===== src/rtl/seq_div64_if.sv =====
// rtl/seq_div64_if.sv - request/result bundle between the execute stage and seq_div64
// Purpose: groups the divider's start/operand request and its result signals.
// Signals:
//   start       request, accepted only when the divider is idle
//   is_signed   1 = DIV/REM, 0 = DIVU/REMU; sampled with start
//   a, b        dividend / divisor, sampled with start
//   busy        divider occupied (every non-idle cycle, including the done cycle)
//   done        one-cycle pulse; results valid in that cycle
//   quotient    result, held until the next accepted start
//   remainder   result, held until the next accepted start
//   div_by_zero set with done when b == 0; held like the results
// Modports: master = execute stage, slave = divider.
interface seq_div64_if;
  logic        start;
  logic        is_signed;
  logic [63:0] a;
  logic [63:0] b;
  logic        busy;
  logic        done;
  logic [63:0] quotient;
  logic [63:0] remainder;
  logic        div_by_zero;

  modport master (
    output start, is_signed, a, b,
    input  busy, done, quotient, remainder, div_by_zero
  );

  modport slave (
    input  start, is_signed, a, b,
    output busy, done, quotient, remainder, div_by_zero
  );
endinterface


===== src/rtl/seq_div64.sv =====
// rtl/seq_div64.sv - multi-cycle 64-bit RISC-V DIV/DIVU/REM/REMU unit on one shared subtractor
// Purpose: restoring divider, one subtract/compare per cycle through a single sub64.
// Ports:
//   clk  rising-edge clock
//   rst  asynchronous active-high reset
//   bus  seq_div64_if.slave (start/is_signed/a/b in; busy/done/quotient/remainder/div_by_zero out)
// Optional feature macro: SEQ_DIV64_EARLY_OUT_EN
//   When defined, an unsigned request with a < b finishes in one cycle
//   (quotient = 0, remainder = a) using an IDLE compare leg on sub64.

// Shared subtractor: diff = x - y, c_out = 1 when no borrow (x >= y unsigned).
module sub64 (
  input  logic [63:0] x,
  input  logic [63:0] y,
  output logic [63:0] diff,
  output logic        c_out
);
  assign {c_out, diff} = {1'b0, x} + {1'b0, ~y} + 65'd1;
endmodule

module seq_div64 #(
  parameter int XLEN  = 64,
  parameter int ITERS = 64
) (
  input  logic        clk,
  input  logic        rst,
  seq_div64_if.slave  bus
);

  localparam int CW = $clog2(ITERS);

  typedef enum logic [2:0] {
    S_IDLE, S_ZERO, S_ABS_A, S_ABS_B, S_ITER, S_FIX_Q, S_FIX_R, S_DONE
  } state_t;

  state_t state, state_n;

  logic [XLEN-1:0] q;        // dividend magnitude, shifts into quotient
  logic [XLEN-1:0] r;        // partial remainder
  logic [XLEN-1:0] d;        // divisor magnitude
  logic [CW-1:0]   cnt;
  logic            neg_a;    // signed op with negative dividend
  logic            neg_b;    // signed op with negative divisor
  logic            neg_q;    // quotient must be negated at the end

  logic [XLEN-1:0] quotient_r;
  logic [XLEN-1:0] remainder_r;
  logic            dbz_r;

  logic [XLEN-1:0] sub_x, sub_y, sub_d;
  logic            sub_c;

  logic [XLEN-1:0] p;
  logic            t;
  logic            accept;
  logic            last_iter;
  logic            early_hit;
  logic            b_zero;

  // Shift step: the bit leaving R becomes a 65th bit of P; if set, P > D always.
  assign p         = {r[XLEN-2:0], q[XLEN-1]};
  assign t         = r[XLEN-1];
  assign accept    = t | sub_c;
  assign last_iter = (cnt == CW'(ITERS - 1));
  assign b_zero    = (bus.b == '0);

`ifdef SEQ_DIV64_EARLY_OUT_EN
  // Unsigned a < b: the quotient is trivially zero, skip the iterations.
  assign early_hit = ~bus.is_signed & ~sub_c;
`else
  assign early_hit = 1'b0;
`endif

  // Operand mux for the single subtractor. Negations are 0 - x (sub_x stays 0).
  always_comb begin
    sub_x = '0;
    sub_y = '0;
    case (state)
`ifdef SEQ_DIV64_EARLY_OUT_EN
      S_IDLE: begin
        sub_x = bus.a;
        sub_y = bus.b;
      end
`endif
      S_ABS_A: sub_y = q;
      S_ABS_B: sub_y = d;
      S_ITER: begin
        sub_x = p;
        sub_y = d;
      end
      S_FIX_Q: sub_y = q;
      S_FIX_R: sub_y = r;
      default: ;
    endcase
  end

  sub64 u_sub (
    .x     (sub_x),
    .y     (sub_y),
    .diff  (sub_d),
    .c_out (sub_c)
  );

  always_ff @(posedge clk or posedge rst) begin
    if (rst) state <= S_IDLE;
    else     state <= state_n;
  end

  always_comb begin
    state_n  = state;
    bus.busy = 1'b1;
    bus.done = 1'b0;
    case (state)
      S_IDLE: begin
        bus.busy = 1'b0;
        if (bus.start) begin
          if (b_zero)         state_n = S_ZERO;
          else if (early_hit) state_n = S_DONE;
          else                state_n = S_ABS_A;
        end
      end
      S_ZERO: begin
        bus.done = 1'b1;
        state_n  = S_IDLE;
      end
      S_ABS_A: state_n = S_ABS_B;
      S_ABS_B: state_n = S_ITER;
      S_ITER:  if (last_iter) state_n = S_FIX_Q;
      S_FIX_Q: state_n = S_FIX_R;
      S_FIX_R: state_n = S_DONE;
      S_DONE: begin
        bus.done = 1'b1;
        state_n  = S_IDLE;
      end
      default: state_n = S_IDLE;
    endcase
  end

  always_ff @(posedge clk or posedge rst) begin
    if (rst) begin
      q           <= '0;
      r           <= '0;
      d           <= '0;
      cnt         <= '0;
      neg_a       <= 1'b0;
      neg_b       <= 1'b0;
      neg_q       <= 1'b0;
      quotient_r  <= '0;
      remainder_r <= '0;
      dbz_r       <= 1'b0;
    end else begin
      case (state)
        S_IDLE: begin
          if (bus.start) begin
            neg_a <= bus.is_signed & bus.a[XLEN-1];
            neg_b <= bus.is_signed & bus.b[XLEN-1];
            neg_q <= bus.is_signed & (bus.a[XLEN-1] ^ bus.b[XLEN-1]);
            q     <= bus.a;
            d     <= bus.b;
            r     <= '0;
            cnt   <= '0;
            dbz_r <= b_zero;
            // Short paths publish their results at acceptance so they are
            // visible in the following done cycle.
            if (b_zero) begin
              quotient_r  <= '1;
              remainder_r <= bus.a;
            end else if (early_hit) begin
              quotient_r  <= '0;
              remainder_r <= bus.a;
            end
          end
        end
        S_ABS_A: if (neg_a) q <= sub_d;
        S_ABS_B: begin
          if (neg_b) d <= sub_d;
          cnt <= '0;
        end
        S_ITER: begin
          r   <= accept ? sub_d : p;
          q   <= {q[XLEN-2:0], accept};
          cnt <= cnt + 1'b1;
        end
        S_FIX_Q: if (neg_q) q <= sub_d;
        S_FIX_R: begin
          // Remainder sign follows the dividend.
          r           <= neg_a ? sub_d : r;
          quotient_r  <= q;
          remainder_r <= neg_a ? sub_d : r;
        end
        default: ;
      endcase
    end
  end

  assign bus.quotient    = quotient_r;
  assign bus.remainder   = remainder_r;
  assign bus.div_by_zero = dbz_r;

endmodule


===== src/flat_wrapper.sv =====
// flat-port wrapper written by rule: the top's interface ports become plain ports
module seq_div64_flat 
#(
  parameter int XLEN  = 64,
  parameter int ITERS = 64
)
  (clk, rst, bus_start, bus_is_signed, bus_a, bus_b, bus_busy, bus_done, bus_quotient, bus_remainder, bus_div_by_zero);
  seq_div64_if bus_i ();
  input  logic clk;
  input  logic rst;
  input wire logic [$bits(bus_i.start)-1:0] bus_start;
  input wire logic [$bits(bus_i.is_signed)-1:0] bus_is_signed;
  input wire logic [$bits(bus_i.a)-1:0] bus_a;
  input wire logic [$bits(bus_i.b)-1:0] bus_b;
  output wire logic [$bits(bus_i.busy)-1:0] bus_busy;
  output wire logic [$bits(bus_i.done)-1:0] bus_done;
  output wire logic [$bits(bus_i.quotient)-1:0] bus_quotient;
  output wire logic [$bits(bus_i.remainder)-1:0] bus_remainder;
  output wire logic [$bits(bus_i.div_by_zero)-1:0] bus_div_by_zero;
  assign bus_i.start = bus_start;
  assign bus_i.is_signed = bus_is_signed;
  assign bus_i.a = bus_a;
  assign bus_i.b = bus_b;
  assign bus_busy = bus_i.busy;
  assign bus_done = bus_i.done;
  assign bus_quotient = bus_i.quotient;
  assign bus_remainder = bus_i.remainder;
  assign bus_div_by_zero = bus_i.div_by_zero;
  seq_div64 #(.XLEN(XLEN), .ITERS(ITERS)) u_core (.clk(clk), .rst(rst), .bus(bus_i));
endmodule

===== config.mk =====
export PLATFORM = sky130hd
export DESIGN_NAME = seq_div64_flat
export DESIGN_NICKNAME = d
export VERILOG_FILES = /design/src/rtl/seq_div64_if.sv /design/src/rtl/seq_div64.sv /design/src/flat_wrapper.sv
export SDC_FILE = /design/constraint.sdc
export NUM_CORES = 1
export LEC_CHECK = 0
export BUFFER_PORTS_ARGS = -buffer_cell sky130_fd_sc_hd__buf_2
export CAP_MARGIN = 25
export CORE_ASPECT_RATIO = 0.7
export CORE_MARGIN = 2
export CORE_UTILIZATION = 35
export DETAILED_ROUTE_END_ITERATION = 8
export PLACE_DENSITY = 0.51
export SETUP_SLACK_MARGIN = 0.05
export SLEW_MARGIN = 20
export SYNTH_ARGS = -nofsm -noshare
export SYNTH_HDL_FRONTEND = slang
export SYNTH_SLANG_ARGS = --single-unit

===== constraint.sdc =====
create_clock -name clk -period 14.9 [get_ports clk]
set_input_delay 2.98 -clock clk [delete_from_list [all_inputs] [get_ports clk]]
set_output_delay 2.98 -clock clk [all_outputs]
set_load 0.005 [all_outputs]

==> metrics <==
CTS tree done; min-delay src u_core.bus.remainder[10]; syn avg cell area about 8.8 um^2; critical path cell sequence clkinv_1 > nor2_1 > nand2_1 > o21ai_4 > buf_4 > a222oi_1 > ha_1 > nand4_1 > or2_0 > or4_1 > a311oi_2 > o21ai_1 > nand3_2 > o21ai_2 > a211oi_4 > a31oi_4 > buf_4 > o21a_1 > buf_4 > o21ai_0; met1 Resource Use GR 41.2%; Peak Freq about 140 MHz; Yosys cell types 69; Post-synth ARST share 100%; filler instances between 5k and 6k; Initial DRT Pass Iterations 7; VDD IR max 72.1 uV; unrepaired setup endpoints after global routing no; Leak approximately 0.011 uW; Die W a little under 300 um; #FFs+latches synth between 300 and 400; Syn-to-layout area delta 15.5%; Buf/Inv on CP 4; 1st-iter DRT viols roughly 2.8k; setup violators final 0; Post-Route WL slightly above 80000 um; Placed Cells roughly 3.3k; worst clock skew 21.5 ps; syn nets 2584; period utilization 49.5%; HPWL Detailed ~56000 um; post-CTS setup buffer count 0; Final Net Count between 2k and 3k; crit path DAT slightly below 8000 ps; kind of end point of the critical path flip-flop; initial antenna violation count 5; root buf cell clkbuf_16; Max stage delay cell, worst path buf_4; Final Hold Viols 0; share of the synthesized area in the top cell type 39.9%; Synth area leaders dfrtp_1 (40%), a21oi_1 (5.6%), o21ai_0 (4.4%); clk slew on worst S/H paths 60 ps; worst setup margin about 7500 ps; dpl ws about 7700 ps; Die ar. 61700 um^2; met2 Use GR 35.2%; vias about 20k; met3 usage under 10%; Die Height approximately 210 um; ratio of cells with drive above 1 in the final layout ~18%; clock buffer count from CTS 39; Sw Ratio 41.2%; DR DRC count 0; Rel. slew slack a little under a third; max cap viols 0; Top delay family on crit path compound AO/OA/AOI/OAI gates; drt via density between 6 and 7; Util after Layout 41.1%; WP data required about 15000 ps; PD cells 150 nW/um^2; GPL Wtd Cong around 0.94; Top cell by count, worst path buf_4; Gate power share 36.3%; largest net degree at the start of global routing about 110; Clock Path Buffers 3; Worst Tran Pin Value 1010 ps; run status finished, final reports clean; Critical Path Fanout Max 72; Yosys warnings 0; Tmin final approximately 7400 ps; crit path launch type flip-flop; area leader, netlist dfrtp_1; CP peak stage delay between 800 and 900 ps; H-tree depth 2; power share of the clock group between 20% and 30%; I/O pins about 260; core area ~59000 um^2; area of the mapped netlist between 20000 and 25000 um^2; vias in the first global route approximately 19k; crit path from u_core.state[2]; Clk Latency, worst-skew pair approximately 580 ps; initial cell density of the core 35.6%; Main synth FF type dfrtp_1; # hold bufs at CTS 0; worst hold path class flip-flop to flip-flop; GR peak layer met1; Slew Limit Fails 0; Post-Syn Instances 2386; GR Overflow Total 0; Cell Rows 74; remaining antenna violation count 0; routed len/inst 24.5 um; Sequential Power Share about a third; Post-synth EDFFs 0; Pint ~2100 uW; R2R Path Start u_core.state[2]; Seq/Total Area, Yosys about two fifths; CTS sink count ~330; Fin Setup TNS 0 ps; Resize count post-CTS 0; first-pass GRT wire length between 100000 and 150000 um; kind of critical path flip-flop to flip-flop; P_sw between 1000 and 1500 uW; reg2reg setup slack ~7500 ps; port buffer count around 260; Total GRT Usage about a quarter; fin cells about 3.3k
per-stage QoR:
step	hold slack [ps]	power, uW	instance area (um^2)
2_1_floorplan	447	2090	20900
3_5_place_dp	466	2520	22700
6_report	472	3610	24100
3_3_place_gp	457	2510	22700
5_1_grt	498	3790	24100
4_1_cts	480	3580	24100
synth_stat cells (all sizes together) (34+ instances only):
master	count
nand2	242
o21ai	220
and2	56
o22a	63
dfrtp	333
a31oi	52
nor2	230
a21oi	234
xnor2	34
ha	65
a222oi	68
o211ai	34
clkbuf	172
mux2i	47
mux2	59
a22oi	38
kinds of logic after synthesis:
family          Yosys count  share of synthesized area [%]
fa+ha+maj                66                           3.99
buf+inv                 232                           4.43
xor+xnor                 62                           2.60
compound gates          915                           29.3
flops                   333                           39.9
simple gates            672                           14.3
mux                     106                           5.43
worst reg2reg max path: cells and delay by family (launching register included):
kind                     cells  cell delay [ps]
flip-flops                   1              770
AO/OA/AOI/OAI                9             2190
adder cells (fa/ha/maj)      1              520
buffers and inverters        4             1980
AND/OR/NAND/NOR              6             1820
routing by layer:
metal / up-vias / share of wire (%)
met2: 989 / 39
met4: 6 / 2.6
li1: 9217 / -
met5: - / 0.049
met3: 115 / 9.5
met1: 9897 / 48
layout make-up:
type	instances	area, um^2	share of cell area (%)
well taps	798	998	4.14
inverters	31	124	0.514
flip-flops and latches	333	8340	34.6
multi-input cells	1821	11700	48.7
diodes	1	2.50	0.0104
repair buffers	293	1560	6.45
clock buffers	56	1170	4.86
clock inverters	15	196	0.814
final timing paths:
| kind | cells past startpoint | end |
|---|---|---|
| worst max-delay path | 20 | u_core.r[57] |
| worst min-delay path | 2 | u_core.bus.remainder[10] |
| worst max register to register | 20 | u_core.r[57] |
| worst min register to register | 2 | u_core.bus.remainder[10] |
| max in group asynchronous | 4 | u_core.state[1] |
| min in group asynchronous | 2 | u_core.bus.quotient[47] |
sequential cells by signal (all words and copies together) (netlist names):
name                    flops
u_core.cnt                  6
u_core.state                3
u_core.neg_a                1
u_core.d                   64
u_core.q                   64
u_core.r                   64
u_core.bus.quotient        64
u_core.bus.div_by_zero      1
u_core.neg_b                1
u_core.neg_q                1
u_core.bus.remainder       64
power groups by stage:
stage	logic, uW	clock network [uW]	registers [uW]
2_1_floorplan	937	0	1150
3_3_place_gp	1260	0	1250
3_5_place_dp	1270	0	1250
4_1_cts	1280	1070	1230
5_1_grt	1420	1110	1260
6_report	1310	1050	1250
cells in the final DEF (no fill, tap or decap), drive strengths merged, types with 59 or more instances in the layout:
cell type,n
o21ai,220
dfrtp,333
a222oi,68
ha,65
mux2,59
o22a,63
nor2,230
nand2,242
buf,293
a21oi,234
No activity file was read; power rests on OpenSTA's default activity.
